<file path="config.mk">
export PLATFORM = sky130hd
export DESIGN_NAME = next_pc_fetch
export DESIGN_NICKNAME = d
export VERILOG_FILES = /design/src/rtl/next_pc_fetch.sv
export SDC_FILE = /design/constraint.sdc
export NUM_CORES = 1
export LEC_CHECK = 0
export ABC_AREA = 0
export BUFFER_PORTS_ARGS = -buffer_cell sky130_fd_sc_hd__buf_4
export CAP_MARGIN = 40
export CELL_PAD_IN_SITES_DETAIL_PLACEMENT = 1
export CELL_PAD_IN_SITES_GLOBAL_PLACEMENT = 1
export CORE_ASPECT_RATIO = 1.4
export CORE_MARGIN = 3
export CORE_UTILIZATION = 34
export DETAILED_ROUTE_END_ITERATION = 6
export GPL_TIMING_DRIVEN = 0
export PLACE_DENSITY = 0.86
export SYNTH_ARGS = -nofsm -noshare
export SYNTH_HDL_FRONTEND = slang
export SYNTH_SLANG_ARGS = --single-unit
</file>
<file path="constraint.sdc">
create_clock -name clk -period 5.8 [get_ports clk]
set_clock_uncertainty 0.2 [all_clocks]
set_input_delay 1.16 -clock clk [delete_from_list [all_inputs] [get_ports clk]]
set_output_delay 1.16 -clock clk [all_outputs]
set_load 0.005 [all_outputs]
</file>
<file path="src/rtl/next_pc_fetch.sv">
// Fetch/PC unit of the multi-cycle core: owns the architectural PC, fetches one
// instruction per commit over a valid/ready channel and holds it for decode.
module next_pc_fetch #(
    parameter int              XLEN     = 32,
    parameter logic [XLEN-1:0] RESET_PC = 32'h8000_0000
) (
    input  logic            clk,
    input  logic            rst_n,
    input  logic            pc_a_sel,
    input  logic            pc_b_sel,
    input  logic [XLEN-1:0] imm,
    input  logic [XLEN-1:0] rs1_data,
    input  logic            commit,
    output logic            req_valid,
    input  logic            req_ready,
    output logic [XLEN-1:0] req_addr,
    input  logic            resp_valid,
    input  logic [XLEN-1:0] resp_data,
    output logic            resp_ready,
    output logic            inst_valid,
    output logic [XLEN-1:0] inst,
    output logic [XLEN-1:0] pc,
    output logic            fetch_err
);

    localparam logic [2:0] S_BOOT = 3'd0;
    localparam logic [2:0] S_REQ  = 3'd1;
    localparam logic [2:0] S_WAIT = 3'd2;
    localparam logic [2:0] S_HOLD = 3'd3;
    localparam logic [2:0] S_ERR  = 3'd4;

    localparam logic [XLEN-1:0] PC_STEP = {{(XLEN-3){1'b0}}, 3'b100};

    // Next PC: wrap-around add; register-based targets drop bit 0 (JALR rule).
    function automatic logic [XLEN-1:0] calc_next_pc(
        input logic            a_sel,
        input logic            b_sel,
        input logic [XLEN-1:0] cur_pc,
        input logic [XLEN-1:0] offs,
        input logic [XLEN-1:0] rs1
    );
        logic [XLEN-1:0] base_v;
        logic [XLEN-1:0] step_v;
        logic [XLEN-1:0] sum_v;
        base_v = b_sel ? rs1 : cur_pc;
        step_v = a_sel ? offs : PC_STEP;
        sum_v  = base_v + step_v;
        if (b_sel) begin
            sum_v[0] = 1'b0;
        end else begin
            sum_v[0] = sum_v[0];
        end
        return sum_v;
    endfunction

    logic [2:0]      r_state;
    logic [XLEN-1:0] r_pc;
    logic [XLEN-1:0] r_inst;
    logic            r_req_valid;
    logic            r_resp_ready;
    logic            r_inst_valid;
    logic            r_fetch_err;

    logic [2:0]      w_state_nxt;
    logic [XLEN-1:0] w_pc_nxt;
    logic [XLEN-1:0] w_inst_nxt;
    logic [XLEN-1:0] w_next_pc;

    // Next-state, PC and instruction-latch logic.
    always_comb begin
        w_state_nxt = r_state;
        w_pc_nxt    = r_pc;
        w_inst_nxt  = r_inst;
        w_next_pc   = calc_next_pc(pc_a_sel, pc_b_sel, r_pc, imm, rs1_data);
        case (r_state)
            S_BOOT: begin
                w_state_nxt = S_REQ;
            end
            S_REQ: begin
                if (req_ready) begin
                    w_state_nxt = S_WAIT;
                end else begin
                    w_state_nxt = S_REQ;
                end
            end
            S_WAIT: begin
                if (resp_valid) begin
                    w_inst_nxt  = resp_data;
                    w_state_nxt = S_HOLD;
                end else begin
                    w_state_nxt = S_WAIT;
                end
            end
            S_HOLD: begin
                // A misaligned target parks the unit without moving the PC.
                if (commit && (w_next_pc[1:0] != 2'b00)) begin
                    w_state_nxt = S_ERR;
                end else if (commit) begin
                    w_pc_nxt    = w_next_pc;
                    w_state_nxt = S_REQ;
                end else begin
                    w_state_nxt = S_HOLD;
                end
            end
            S_ERR: begin
                w_state_nxt = S_ERR;
            end
            default: begin
                w_state_nxt = S_ERR;
            end
        endcase
    end

    // State registers; handshake flags are registered from the next state.
    always_ff @(posedge clk) begin
        if (!rst_n) begin
            r_state      <= S_BOOT;
            r_pc         <= RESET_PC;
            r_inst       <= '0;
            r_req_valid  <= 1'b0;
            r_resp_ready <= 1'b0;
            r_inst_valid <= 1'b0;
            r_fetch_err  <= 1'b0;
        end else begin
            r_state      <= w_state_nxt;
            r_pc         <= w_pc_nxt;
            r_inst       <= w_inst_nxt;
            r_req_valid  <= (w_state_nxt == S_REQ);
            r_resp_ready <= (w_state_nxt == S_WAIT);
            r_inst_valid <= (w_state_nxt == S_HOLD);
            r_fetch_err  <= (w_state_nxt == S_ERR);
        end
    end

    assign req_valid  = r_req_valid;
    assign resp_ready = r_resp_ready;
    assign inst_valid = r_inst_valid;
    assign fetch_err  = r_fetch_err;
    assign req_addr   = r_pc;
    assign pc         = r_pc;
    assign inst       = r_inst;

endmodule
</file>
# [Word-level counts from Yosys, hierarchy flattened]
# Cells that the tools add are included.
[totals] memories=0 mem_bits_rw=0 output_inout_bits=100 reg_bits=71 rom_bits=0 latch_bits=0
[classes] n_eq_ne=7 mul=0 add_sub_neg=1 div_mod_pow=0 reduce_logical=5 shift=0 bitwise_logic=1 order_cmp=0 n_mux=8
[op_table] operator="2-to-1 mux 32 bit" count=2
[op_table] operator="adder 32 bit" count=1
[op_table] operator="equality test 3 x 2 -> 1 bit, second input constant" count=4
[op_table] operator="one-hot mux 3 bit (4 select lines)" count=1
[op_table] operator="equality test 3 x 1 -> 1 bit, second input constant" count=2
[op_table] operator="2-to-1 mux 2 bit" count=2
[op_table] operator="equality test 3 bit, second input constant" count=1
[op_table] operator="zero test 3 bit" count=1
[op_table] operator="2-to-1 mux 3 bit" count=1
[op_table] operator="AND reduction 3 bit" count=1
[op_table] operator="2-to-1 mux 1 bit" count=2
[op_table] operator="AND reduction 2 bit" count=1
[op_table] operator="nonzero test 2 bit" count=1
[op_table] operator="logical AND 1 bit" count=1
[op_table] operator="NOT 1 bit" count=1

# [Depth between registers and ports, before layout]
# Gate-level depths: netlist (run 1).
[depth] depth_word=8 depth_mapped=14 depth_no_buf=12

# [Worst setup path before layout (run 1)]
# OpenSTA, ideal clock, no wires.
[synth_path] path_kind="input to register" start="in pc_b_sel" end="reg r_pc[28], in the netlist pc[28]" n_path_buf=2 setup_ns=0.079 arrival_ns=4.168 stages=13 setup_slack_ns=1.353 cell_sequence="buf_2 > clkbuf_1 > mux2_2 > fa_1 > a21oi_1 > o21ai_0 > o21ai_1 > o31ai_1 > a2111oi_0 > o31ai_1 > a21oi_1 > nand4_1 > o211ai_1"
[synth_between] elab_chain_len=7
[synth_lines] element="start, declared" line_no="10" text="input logic pc_b_sel,"
[synth_lines] element="2-to-1 mux 32 bit" line_no="45" text="base_v = b_sel ? rs1 : cur_pc;"
[synth_lines] element="adder 32 bit" line_no="47" text="sum_v = base_v + step_v;"
[synth_lines] element="2-to-1 mux 1 bit" line_no="48" text="if (b_sel) begin"
[synth_lines] element="nonzero test 2 bit" line_no="96" text="if (commit && (w_next_pc[1:0] != 2'b00)) begin"
[synth_lines] element="logical AND 1 bit" line_no="96"
[synth_lines] element="NOT 1 bit (no source line)"
[synth_lines] element="AND reduction 3 bit (no source line)"
[synth_lines] element="end signal, assigned" line_no="126" text="r_pc <= w_pc_nxt;"
[synth_lines] element="end, declared" line_no="57" text="logic [XLEN-1:0] r_pc;"
# Several ways; a longest one is shown, not always the timed one.
# A chain may end at the register's enable or synchronous reset.

# [Worst setup path after layout (run 1)]
# Ends and elaborated chain as after synthesis.

==> results of run 1 <==
layer usage:
metal,GRT usage [%],routed length (um),vias to the layer above
met2,41.7,9270,134
met3,2.99,726,22
li1,-,-,2560
met5,0,0,-
met1,23.8,6680,2492
met4,6.97,325,0
metrics by stage:
stage	hold WS, ns	utilization [%]	cell area, um^2	total power, mW
global placement	0.242	47.4	6590	0.787
floorplan	0.253	-	4850	0.678
detailed placement	0.250	47.4	6600	0.795
CTS	0.258	49.4	6880	1.33
global route	0.274	49.4	6880	1.38
finish	0.255	49.4	6880	1.31
power breakdown:
part           switching [mW]  total, mW  internal (mW)
registers             0.00613      0.504          0.498
clock network           0.228      0.531          0.303
logic                   0.142      0.280          0.138
total                   0.376       1.31          0.939
flip-flops by register name, summed over array words and instances, names as in the netlist:
signal      cells
inst           32
pc             32
r_state         3
fetch_err       1
inst_valid      1
req_valid       1
resp_ready      1
cells by family after synthesis:
kind of cell	after synthesis	synth area share (%)
and+or+nand+nor	228	22.2
AOI/OAI and AO/OA	153	19.5
buffers and inverters	79	8.69
DFF	71	29.3
muxes	34	7.82
adders and majority gates	32	8.41
xor gates and xnor gates	23	4.15
critical path: cells and delay by family:
family / cells / cell delay (ns)
compound gates: 8 / 2.20
fa+ha+maj: 1 / 0.47
buf+inv: 2 / 0.68
mux: 1 / 0.44
simple gates: 1 / 0.12
layout make-up:
cell class / instances / area share [%]
Multi-Input combinational cell: 470 / 43.7
Clock inverter: 6 / 0.637
Tap cell: 185 / 3.37
Inverter: 11 / 0.600
Timing Repair Buffer: 202 / 22.0
Clock buffer: 10 / 3.47
Buffer: 68 / 5.53
Sequential cell: 71 / 20.7
worst paths after layout:
| check | to | cells after the start |
|---|---|---|
| worst min register to register | inst[7]$_SDFFE_PN0N_ | 2 |
| worst max register to register | pc[28]$_SDFFE_PN0P_ | 12 |
| worst max-delay path | pc[28]$_SDFFE_PN0P_ | 13 |
| worst min-delay path | inst[7]$_SDFFE_PN0N_ | 2 |
synth_stat cells, types with 11 or more instances:
| master | count | area [um^2] |
|---|---|---|
| sky130_fd_sc_hd__nand2_1 | 118 | 443 |
| sky130_fd_sc_hd__a21oi_1 | 78 | 390 |
| sky130_fd_sc_hd__dfxtp_1 | 71 | 1420 |
| sky130_fd_sc_hd__and2_1 | 32 | 200 |
| sky130_fd_sc_hd__buf_4 | 32 | 240 |
| sky130_fd_sc_hd__ha_1 | 31 | 388 |
| sky130_fd_sc_hd__mux2_2 | 31 | 349 |
| sky130_fd_sc_hd__clkbuf_1 | 30 | 113 |
| sky130_fd_sc_hd__nor2_1 | 19 | 71.3 |
| sky130_fd_sc_hd__nand3_1 | 18 | 90.1 |
| sky130_fd_sc_hd__o21ai_0 | 18 | 90.1 |
| sky130_fd_sc_hd__a21o_1 | 14 | 105 |
| sky130_fd_sc_hd__xor2_1 | 14 | 123 |
| sky130_fd_sc_hd__inv_1 | 11 | 41.3 |
==> flow_results.org, run 1 <==
** GRT
- The via count of the first global-routing pass is 5432.
- Global routing consumed, over all layers together, 21.6% of the routing resources.
- Maximum number of pins on one net before global-route repair :: 14
- Global-route wire length before repair :: 27400 um
- Congestion Overflow GR :: 0
- The initial antenna violation count came to 0.

** STA
- Transition time at the pin with the least slew margin :: 0.708 ns
- The final count of hold timing violations is 0.
- Maximum frequency from static timing analysis :: 198 MHz
- In this run the tightest slew margin relative to its limit is 51.6%.
- Setup repair after global routing missed its margin :: false
- Max Slew Vio Count :: 0
- Tcrit/Tclk final :: 87.0%
- Accumulated negative setup slack :: 0 ns
- # setup viols final :: 0
- Crit path setup slack, layout :: 0.754 ns
- For the finished layout, the period the worst path requires is 5.05 ns.

** CTS
- Clock input transition at the sequential cells of the worst setup and hold paths :: 0.06 ns
- The number of setup buffers added after CTS is 0.
- H-tree levels :: 3
- Clk root buf :: sky130_fd_sc_hd__clkbuf_16
- After clock tree synthesis, the repair step resized 0 gates.
- The longest clock path from root to sink contains 2 buffers.
- Cts-stage hold buffer count :: 0
- Counting the buffers created by CTS gives 9.
- Clock tree from TritonCTS :: yes
- The clock net in this run drives a total of 71 sinks.
- Clock latency on the worst-skew pair, taken at its later pin, is 0.34 ns.

** Floorplanning
- Pin placement for this block handled 203 I/O pins.
- For this configuration, the core starts out at a cell density of 34.9%.
- The die is 107 um wide.
- Core Footprint :: 13900 um^2
- Die area :: 15800 um^2
- Chip height :: 147 um
- # rows :: 51

** Final layout
- Commonest cells after routing, fill and taps aside :: sky130_fd_sc_hd__buf_4 (233), sky130_fd_sc_hd__nand2_1 (118), sky130_fd_sc_hd__a21oi_1 (78)
- Antenna diode count :: 0
- Across the whole layout, storage elements account for 1420 um^2.
- Summing all multi-input logic gate instances after layout gives 3010 um^2.
- Filler Cell Count :: 1766
- Layout Cells excl Fill :: 1023
- From synthesis to final layout, the design area changed by 41.8%.
- Most common cell after layout, fill and taps aside :: sky130_fd_sc_hd__buf_4
- Number of nets in the layout :: 968
- Fraction of final layout cells with drive strength greater than 1 :: 35.0%

** Logic synthesis
- Synthesis produced 620 cells.
- Sequential area share after synthesis :: 29.3%
- The number of nets handed over by synthesis was 755.
- For this run, asynchronously set or reset flops after synthesis account for 0%.
- In this run the cell area of the synthesized design comes to 4850 um^2.
- Yosys Warn Count :: 0
- Post-synth EDFFs :: 0
- Mean instance size in the synthesized netlist :: 7.82 um^2
- Ys flop type :: sky130_fd_sc_hd__dfxtp_1
- The synthesized design contains 71 register bits.
- Unique cell type count in the Yosys netlist :: 56

** Critical path
- In this run the worst path has a maximum fanout of 10.
- Worst EP required :: 5.85 ns
- Critical path endpoint category :: flop
- Data arrival time of the worst path :: 5.10 ns
- Critical Path Slowest Stage Cell :: sky130_fd_sc_hd__a2111oi_0
- Setup slack on the worst reg-to-reg path comes out at 1.89 ns.
- Worst reg2reg startpoint :: pc[0]$_SDFFE_PN0P_
- Ordered list of cells on the worst path :: buf_2 > clkbuf_1 > mux2_2 > fa_1 > a21oi_1 > o21ai_0 > o21ai_1 > o31ai_1 > a2111oi_0 > o31ai_1 > a21oi_1 > nand4_1 > o211ai_1
- Launch point of the critical path :: pc_b_sel
- Delay of the slowest cell on the worst path :: 0.70 ns
- Kind of critical path :: input port to flop
- The worst setup path is launched from an input port.

** Flow run
- The tool flagged a number of max-cap violations equal to 0.

** Pwr
- For this design the ratio of total power to cell area is 191 nW/um^2.
- Worst ir drop on vdd :: 0.0951 mV
- For this design the static power due to leakage is 3.21 nW.

** Placement
- Including well taps, the total number of placed cells is 1007.
- Detailed placer's ending HPWL :: 13800 um
- RD Place Congestion :: 0.858
- Input and output buffers added on the ports amount to 201.
- Before CTS, the worst setup slack after placement is 0.442 ns.

** Worst hold path
- The startpoint identified for the worst hold timing path is inst[7]$_SDFFE_PN0N_.
- The worst hold path belongs to the class flop to flop.

** Detailed routing
- Number of optimization iterations in the first detailed-route pass :: 4
- The count of nets left with antenna violations once routing finished came out at 0.
- After the first detailed-routing iteration, the DRC count stood at 182.
- Using the TritonRoute via totals, the vias-per-cell ratio works out to 5.09.
- After detailed routing, the average wire length per cell comes to 16.6 um.
- Aggregate routed wire length :: 17000 um
- Number of design rule violations left after detail routing :: 0
- The routed layout has 5208 vias.

** Run status
- Outcome :: finished, final reports clean
Note: power is estimated with default switching activity, not from simulation.
==> inputs of run 2 (changes only) <==
==> config.mk (replaced) <==
export PLATFORM = sky130hd
export DESIGN_NAME = next_pc_fetch
export DESIGN_NICKNAME = d
export VERILOG_FILES = /design/src/rtl/next_pc_fetch.sv
export SDC_FILE = /design/constraint.sdc
export NUM_CORES = 1
export LEC_CHECK = 0
export ABC_AREA = 0
export CAP_MARGIN = 40
export CELL_PAD_IN_SITES_DETAIL_PLACEMENT = 1
export CELL_PAD_IN_SITES_GLOBAL_PLACEMENT = 1
export CORE_ASPECT_RATIO = 1.4
export CORE_MARGIN = 3
export CORE_UTILIZATION = 35
export DETAILED_ROUTE_END_ITERATION = 6
export DONT_BUFFER_PORTS = 1
export GPL_TIMING_DRIVEN = 0
export PLACE_DENSITY = 0.7
export SYNTH_ARGS = -nofsm -noshare
export SYNTH_HDL_FRONTEND = slang
export SYNTH_SLANG_ARGS = --single-unit
==> constraint.sdc (replaced) <==
create_clock -name clk -period 5.8 [get_ports clk]
set_clock_uncertainty 0.2 [all_clocks]
set_input_delay 0.87 -clock clk [delete_from_list [all_inputs] [get_ports clk]]
set_output_delay 0.87 -clock clk [all_outputs]
set_load 0.005 [all_outputs]
==> run 2 against run 1 <==
Fmax grew 3.1%. Routed wire length down 4.2%. Largest cell class unchanged. Via count decreased by 13%. Sequential power barely moved. Clock-buffer cell count shrank 1.
==> flow_results.org, run 2 (synthesis gave the netlist of run 1 again) <==
** Run status
- Outcome :: finished, final reports clean

** GRT
- The met3 track utilization from global routing was 5.92% (+2.9 points).
- The initial antenna violation count is 3 (+3).
- The first-pass GRT wire length came to 25600 um (-6.7%).
- The global routing stage identified its most utilized layer as met2.
- Global routing met1 resource utilization :: 21.3% (-2.5 points)
- Vias in the first global route :: 4820 (-11%)
- Global routing usage summed across all routing layers :: 21.0% (-0.58 points)
- Congestion Overflow GR :: 0 (unchanged)
- The global-route track usage on met2 was 40.5% (-1.2 points).
- The largest net degree at the start of global routing came to 16 (+2).

** CTS
- The insertion delay of the later-clocked pin in the worst-skew pair came to 0.35 ns (about the same).
- The H-tree depth reported by CTS was 3 (unchanged).
- The post-CTS setup repair buffer count came to 0 (unchanged).
- Clock input transition at the sequential cells of the worst setup and hold paths :: 0.07 ns (about the same)
- The number of buffers added by the clock tree synthesis step was 9 (unchanged).
- Cts-stage hold buffer count :: 0 (unchanged)
- Clock tree from TritonCTS :: yes
- The maximum root-to-sink buffer count came to 2 (unchanged).
- CTS placed an instance of sky130_fd_sc_hd__clkbuf_16 at the clock tree root.
- The number of clock sinks seen by CTS was 71 (unchanged).
- Total of cells resized after clock tree synthesis :: 0 (unchanged)

** Floorplanning
- The core footprint is 13500 um^2 (-3.3%).
- The number of top-level pins came to 203 (unchanged).
- The die area was 15300 um^2 (-2.7%).
- Chip height :: 145 um (-1.4%)
- Die outline width :: 105 um (-1.4%)
- The starting density of the core was 36.1% (+1.2 points).
- The floorplan row count is 50 (-2.0%).

** Final layout
- Commonest cells after routing, fill and taps aside :: sky130_fd_sc_hd__nand2_1 (118), sky130_fd_sc_hd__a21oi_1 (78), sky130_fd_sc_hd__dfxtp_1 (71)
- Layout Cells excl Fill :: 820 (-20%)
- Number of nets in the layout :: 767 (-21%)
- Relative to the synthesized area, the layout overhead comes to 10.8%.
- The library cell used most frequently in the layout, excluding fill and tap cells, is sky130_fd_sc_hd__nand2_1.
- The fraction of final layout cells sized beyond drive strength 1 came to 14.3% (-21 points).

** Critical path
- Depth of the worst register-to-register path :: 12 (unchanged)
- Launch point of the critical path :: pc_b_sel
- Data arrival time of the worst path :: 4.97 ns (-0.13 ns)
- By startpoint and endpoint, the worst setup path is classified as input port to flop.
- The worst setup path is launched from an input port.
- The startpoint identified for the worst register-to-register timing path is pc[0]$_SDFFE_PN0P_.
- The largest driver fanout on the critical path is 10 (unchanged).
- The critical path ends at pc[28]$_SDFFE_PN0P_.
- Endpoint of the lowest-slack register-to-register path :: pc[28]$_SDFFE_PN0P_
- STA classifies the critical path endpoint as a flop.
- Worst reg-to-reg setup slack :: 1.73 ns (-0.16 ns)
- Worst EP required :: 5.87 ns (+0.02 ns)

** Pwr
- P_leak :: 2.18 nW (-32%)
- Internal portion of total power :: 0.881 mW (-6.2%)
- The sequential group share of total power came to 40.0% (+1.7 points).
- Clk pwr share :: 43.3% (+2.9 points)
- The areal power density over the cells was 236 nW/um^2 (+23%).
- Fraction of power spent switching nets :: 30.5% (+1.9 points)
- The peak ir drop on the vdd network came to 0.131 mV (+38%).
- Share of power burned in combinational logic :: 16.7% (-4.6 points)
- Net Switching :: 0.386 mW (+2.9%)

** Detailed routing
- The via count came to 4521 (-13%).
- Number of optimization iterations in the first detailed-route pass :: 4 (unchanged)
- The via-per-instance ratio is 5.51 (+8.3%).
- The residual DRC count is 0 (unchanged).
- Aggregate routed wire length :: 16300 um (-4.2%)
- Routed WL per cell :: 19.9 um (+20%)
- The count of antenna-violating nets left after detailed routing is 0 (unchanged).
- The number of DRC markers in iteration 0 was 159 (-13%).

** STA
- Maximum frequency from static timing analysis :: 204 MHz (+3.1%)
- Tcrit/Tclk final :: 84.4% (-2.6 points)
- Max Slew Vio Count :: 0 (unchanged)
- The final-layout setup total negative slack was 0 ns (unchanged).
- The worst hold slack was 0.277 ns (+0.0214 ns).
- Shortest period the worst path allows :: 4.90 ns (-0.150 ns)
- Count of final hold-check violations :: 0 (unchanged)
- Setup repair after global routing missed its margin :: false
- The slew at the pin with the worst max-slew slack was 0.840 ns (+0.132 ns).
- Slew HR :: 42.5% (-9.1 points)
- # setup viols final :: 0 (unchanged)

** Placement
- The port buffer count is 0 (-100%).
- The detailed-placement wirelength estimate came to 12900 um (-6.0%).
- RD Place Congestion :: 0.854 (-0.45%)
- Placed Instances :: 803 (-20%)

** Flow run
- The count of max-cap constraint violations is 0 (unchanged).

** Worst hold path
- The min-delay analysis places its worst path in the category flop to flop.
- Start point of the worst min-delay path :: inst[30]$_SDFFE_PN0N_
## run 2: cell types whose count changed in the layout (fill, tap and decap cells not counted), sizes merged
cell    delta
buf      -201
inv        +3
clkinv     -2
clkbuf     -1
diode      +1
## run 2: worst min-delay path by stage
stage                                 end  cells after the start  slack (ns)
floorplan            inst[0]$_SDFFE_PN0N_                      2        0.25
finish              inst[30]$_SDFFE_PN0N_                      2        0.28
global route         inst[1]$_SDFFE_PN0N_                      2        0.30
detailed placement  inst[30]$_SDFFE_PN0N_                      2        0.27
CTS                 inst[30]$_SDFFE_PN0N_                      2        0.28
global placement     inst[8]$_SDFFE_PN0N_                      2        0.27
## run 2: stage by stage
| stage | total power, mW | utilization (%) | setup WS, ns | cell area (um^2) |
|---|---|---|---|---|
| after floorplan | 0.678 | - | 1.64 | 4850 |
| after global placement | 0.721 | 37.7 | 0.681 | 5080 |
| after detailed placement | 0.729 | 37.8 | 0.550 | 5080 |
| after CTS | 1.28 | 39.9 | 0.911 | 5370 |
| after global routing | 1.33 | 39.9 | 0.711 | 5370 |
| final | 1.27 | 39.9 | 0.904 | 5370 |
## run 2: critical path, stage by stage
cell and delay, ns:
sky130_fd_sc_hd__buf_2 0.18, sky130_fd_sc_hd__clkbuf_1 0.50, sky130_fd_sc_hd__mux2_2 0.44, sky130_fd_sc_hd__fa_1 0.47
sky130_fd_sc_hd__a21oi_1 0.23, sky130_fd_sc_hd__o21ai_0 0.17, sky130_fd_sc_hd__o21ai_1 0.38, sky130_fd_sc_hd__o31ai_1 0.18
sky130_fd_sc_hd__a2111oi_0 0.80, sky130_fd_sc_hd__o31ai_1 0.24, sky130_fd_sc_hd__a21oi_1 0.24, sky130_fd_sc_hd__nand4_1 0.12
sky130_fd_sc_hd__o211ai_1 0.13
## run 2: power groups by stage
stage                     clock [mW]  combinational, mW  sequential, mW
after floorplan                    0              0.163           0.514
after global placement             0              0.203           0.517
after detailed placement           0              0.211           0.518
after CTS                      0.559              0.213           0.507
after global routing           0.583              0.238           0.507
final                          0.549              0.212           0.506
## run 2: area by class of cell
class / count / area [um^2]
timing repair buffer: 1 / 3.75
clock inverter: 7 / 62.6
clock buffer: 9 / 225
tap: 182 / 228
sequential: 71 / 1420
antenna: 1 / 2.50
multi-input combinational: 470 / 3010
fill: 1690 / 8080
buffer: 68 / 380
inverter: 11 / 41.3
## run 2: metal layers
layer | up-vias | wire [um]
met4 | 4 | 331
met1 | 2178 | 5900
met2 | 149 | 8970
met3 | 30 | 1070
met5 | - | 21
li1 | 2160 | -
==> inputs of run 3 (changes only) <==
--- a/config.mk
+++ b/config.mk
@@ -5,7 +5,7 @@
 export SDC_FILE = /design/constraint.sdc
 export NUM_CORES = 1
 export LEC_CHECK = 0
-export ABC_AREA = 0
+export ABC_AREA = 1
 export CAP_MARGIN = 40
 export CELL_PAD_IN_SITES_DETAIL_PLACEMENT = 1
 export CELL_PAD_IN_SITES_GLOBAL_PLACEMENT = 1
@@ -15,7 +15,7 @@
 export DETAILED_ROUTE_END_ITERATION = 6
 export DONT_BUFFER_PORTS = 1
 export GPL_TIMING_DRIVEN = 0
-export PLACE_DENSITY = 0.7
+export PLACE_DENSITY = 0.74
 export SYNTH_ARGS = -nofsm -noshare
 export SYNTH_HDL_FRONTEND = slang
 export SYNTH_SLANG_ARGS = --single-unit
==> constraint.sdc (replaced) <==
create_clock -name clk -period 4.6 [get_ports clk]
set_clock_uncertainty 0.2 [all_clocks]
set_input_delay 0.69 -clock clk [delete_from_list [all_inputs] [get_ports clk]]
set_output_delay 0.69 -clock clk [all_outputs]
set_load 0.005 [all_outputs]
==> run 3 against run 2 <==
Area after synthesis rose by 18%. Setup slack improved by 0.36 ns. Routed wire length up 22%. Die area up 17%. Utilization is 0.076 points lower. Critical endpoint is now pc[30]$_SDFFE_PN0P_.
==> flow_results.org, run 3 <==
** Pwr
- The total power is 1.85 mW (+46%).
- The leakage dissipation was 3.59 nW (+65%).
- The areal power density over the cells is 295 nW/um^2 (+25%).
- The peak ir drop on the vdd network was 0.223 mV (+70%).

** Detailed routing
- The residual DRC count came to 0 (unchanged).
- Number of optimization iterations in the first detailed-route pass :: 4 (unchanged)
- ANT nets after route :: 0 (unchanged)
- Aggregate routed wire length :: 19900 um (+22%)
- Routed WL per cell :: 16.4 um (-18%)
- First-iteration detailed-routing DRC count :: 172 (+8.2%)
- Average vias per placed instance :: 4.91 (-11%)
- The via count is 5980 (+32%).

** STA
- The final setup violation count came to 0 (unchanged).
- Maximum frequency from static timing analysis :: 300 MHz
- The final-layout setup total negative slack came to 0 ns (unchanged).
- The worst slew slack as a fraction of its limit was 59.1% (+17 points).
- The worst path uses 72.6% of the clock period.
- Setup repair after global routing missed its margin :: false
- The slew at the pin with the worst max-slew slack was 0.613 ns (-0.227 ns).
- Max Slew Vio Count :: 0 (unchanged)
- Shortest period the worst path allows :: 3.34 ns
- Count of final hold-check violations :: 0 (unchanged)

** Placement
- Detailed placer's ending HPWL :: 16400 um (+27%)
- Placed Instances :: 1201 (+50%)
- The weighted congestion reported at the end of routability-driven placement was 0.913 (+6.9%).
- Count of input and output buffers :: 0 (unchanged)

** Final layout
- Post-synthesis to final-layout area growth :: 10.1%
- Area of combinational cells with multiple inputs :: 3140 um^2 (+4.6%)
- Number of nets in the layout :: 1151 (+50%)
- Layout Cells excl Fill :: 1217 (+48%)
- Most common cell after layout, fill and taps aside :: sky130_fd_sc_hd__nand2_1
- Filler Cell Count :: 2224 (+32%)
- Area taken by flip-flops and latches :: 1420 um^2 (unchanged)
- The antenna diode count is 0 (-1).
- The fraction of final layout cells sized beyond drive strength 1 came to 5.58% (-8.7 points).
- In the layout the commonest cells are sky130_fd_sc_hd__nand2_1 (314), sky130_fd_sc_hd__inv_1 (203), sky130_fd_sc_hd__nor2_1 (113).

** Logic synthesis
- The sequential area share after synthesis was 24.9% (-4.4 points).
- Most frequent cell after synthesis :: sky130_fd_sc_hd__nand2_1
- Top post-synthesis cells by area :: sky130_fd_sc_hd__dfxtp_1 (25%), sky130_fd_sc_hd__nand2_1 (21%), sky130_fd_sc_hd__inv_1 (13%), sky130_fd_sc_hd__nor2_1 (7.4%), sky130_fd_sc_hd__ha_1 (6.8%)
- The number of distinct standard cells referenced by the synthesized netlist was 28 (-50%).
- The register bit total from synthesis was 71 (unchanged).
- Summed over all instances, the cell type with the most area after synthesis is sky130_fd_sc_hd__dfxtp_1.
- For this run, the leading register cell type out of synthesis is sky130_fd_sc_hd__dfxtp_1.
- Net Count, Synth :: 1140 (+51%)
- The post-synthesis cell count is 1005 (+62%).
- The mean area per synthesized cell is 5.67 um^2 (-28%).
- The fraction of post-synthesis cell area in the top cell type by area was 24.9% (-4.4 points).
- Yosys Warn Count :: 0 (unchanged)
- The number of enable-type register cells in the synthesized netlist is 0 (unchanged).
- Counting instances in the post-synthesis netlist gives the leading cell types as sky130_fd_sc_hd__nand2_1 (314), sky130_fd_sc_hd__inv_1 (203), sky130_fd_sc_hd__nor2_1 (113).
- Post-synth design cell area :: 5700 um^2 (+18%)
- Post-synth ARST share :: 0% (unchanged)

** CTS
- The post-CTS setup repair buffer count came to 0 (unchanged).
- The number of gates resized after CTS came to 0 (unchanged).
- Clock input transition at the sequential cells of the worst setup and hold paths :: 0.07 ns (about the same)
- The number of buffers added by the clock tree synthesis step came to 9 (unchanged).
- The number of buffers added to fix hold violations after cts was 0 (unchanged).
- Maximum buffer depth of the clock tree :: 2 (unchanged)
- Number of sinks handled by clock tree synthesis :: 71 (unchanged)
- TritonCTS built the clock tree.
- Insertion delay of the later-clocked pin in the worst-skew pair :: 0.35 ns (about the same)
- Clk root buf :: sky130_fd_sc_hd__clkbuf_16
- The H-tree depth reported by CTS is 3 (unchanged).

** Critical path
- The largest driver fanout on the critical path came to 10 (unchanged).
- Critical path endpoint category :: flop
- The worst register-to-register path ends at pc[30]$_SDFFE_PN0P_.
- The highest cell delay on the worst timing path came to 0.45 ns (-0.35 ns).
- The count of buffering cells on the critical path with inverters included came to 6 (+4).
- Setup crit start kind :: input port
- Critical Path Slowest Stage Cell :: sky130_fd_sc_hd__fa_1
- The worst setup path is of the input port to flop kind.
- Worst EP required :: 4.71 ns (-1.16 ns)
- On the critical path the largest part of the delay comes from buffers and inverters.
- The signal on the critical path passes through clkbuf_1 > nand2_1 > o21ai_0 > ha_1 > fa_1 > a21oi_1 > inv_2 > nor3_4 > inv_2 > buf_6 > buf_2 > a21oi_1 > nand2_1 > inv_1.
- The worst-case register-to-register setup slack came to 1.54 ns (-0.19 ns).
- Worst reg2reg startpoint :: pc[0]$_SDFFE_PN0P_
- Data arrival time of the worst path :: 3.44 ns (-1.53 ns)
- The worst reg-to-reg path cell count is 13 (+1).

** GRT
- The met1 layer usage reported by global route is 22.9% (+1.6 points).
- The global-route track usage on met2 came to 41.9% (+1.4 points).
- M3 GR Usage :: 5.92% (about the same)
- Global routing usage summed across all routing layers :: 22.2% (+1.1 points)
- Global routing's busiest layer :: met2
- The initial antenna violation count is 1 (-2).
- Maximum number of pins on one net before global-route repair :: 15 (-1)
- The via count of the first global-routing pass was 6240 (+29%).
- The first-pass GRT wire length came to 31100 um (+22%).
- Congestion Overflow GR :: 0 (unchanged)

** Run status
- The run finished with clean final reports.

** Floorplanning
- The core footprint came to 15700 um^2 (+17%).
- Die outline width :: 114 um (+7.9%)
- I/O pin count :: 203 (unchanged)
- Chip height :: 157 um (+8.1%)
- The die area is 17900 um^2 (+17%).
- # rows :: 54 (+8.0%)
- The starting density of the core is 36.2% (+0.15 points).

** Worst hold path
- In this run the worst hold path is classified as flop to flop.
- Start point of the worst min-delay path :: inst[4]$_SDFFE_PN0N_
- The path with the worst hold slack has its endpoint at inst[4]$_SDFFE_PN0N_.
- The worst hold path depth came to 2 (unchanged).

** Flow run
- Max-capacitance violation count :: 0 (unchanged)
run 3: kinds of logic after synthesis:
group	count (synthesis)	synth area share (%)
compound gates	133	11.9
xor+xnor	15	2.31
fa+ha+maj	32	7.16
buf+inv	266	19.9
flops	71	24.9
simple gates	488	33.8
run 3: cell type report:
cell class	instances	share of cell area [%]
inverter	206	12.3
buffer	60	5.74
tap	196	3.91
sequential	71	22.7
clock buffer	9	3.59
clock inverter	7	1.67
multi-input combinational	668	50.1
run 3: through the flow:
step           setup WS, ns  util, %  hold slack [ns]  area (um^2)
2_1_floorplan          1.68        -            0.262         5700
3_3_place_gp          0.873     37.8            0.292         5940
3_5_place_dp          0.886     37.8            0.302         5940
4_1_cts                1.19     39.9            0.300         6270
5_1_grt               0.937     39.9            0.322         6270
6_report               1.26     39.9            0.306         6270
run 3: worst max path at each step:
stage	to	startpoint	slack, ns	depth (start not counted)
6_report	pc[30]$_SDFFE_PN0P_	pc_b_sel	1.26	14
2_1_floorplan	pc[2]$_SDFFE_PN0P_	pc_b_sel	1.68	12
3_3_place_gp	pc[25]$_SDFFE_PN0P_	pc_b_sel	0.87	11
4_1_cts	pc[25]$_SDFFE_PN0P_	pc_b_sel	1.19	14
3_5_place_dp	pc[13]$_SDFFE_PN0P_	pc_b_sel	0.89	12
5_1_grt	pc[25]$_SDFFE_PN0P_	pc_b_sel	0.94	14
run 3: worst reg2reg max path: stages (launching register included):
cell,delay [ns]
sky130_fd_sc_hd__dfxtp_1,0.38
sky130_fd_sc_hd__inv_1,0.08
sky130_fd_sc_hd__o21ai_0,0.19
sky130_fd_sc_hd__ha_1,0.28
sky130_fd_sc_hd__fa_1,0.45
sky130_fd_sc_hd__a21oi_1,0.17
sky130_fd_sc_hd__inv_2,0.07
sky130_fd_sc_hd__nor3_4,0.41
sky130_fd_sc_hd__inv_2,0.08
sky130_fd_sc_hd__buf_6,0.16
sky130_fd_sc_hd__buf_2,0.22
sky130_fd_sc_hd__a21oi_1,0.19
sky130_fd_sc_hd__nand2_1,0.08
sky130_fd_sc_hd__inv_1,0.05
run 3: routing by layer:
metal | up-vias | share of wire [%]
met5 | - | 0
met4 | 0 | 3.4
met3 | 36 | 7.1
met2 | 185 | 51
met1 | 2739 | 38
li1 | 3020 | -
run 3: power by group:
group	total, mW	switching [mW]	internal, mW
clock network	0.812	0.328	0.483
logic	0.359	0.240	0.119
registers	0.678	0.0276	0.651
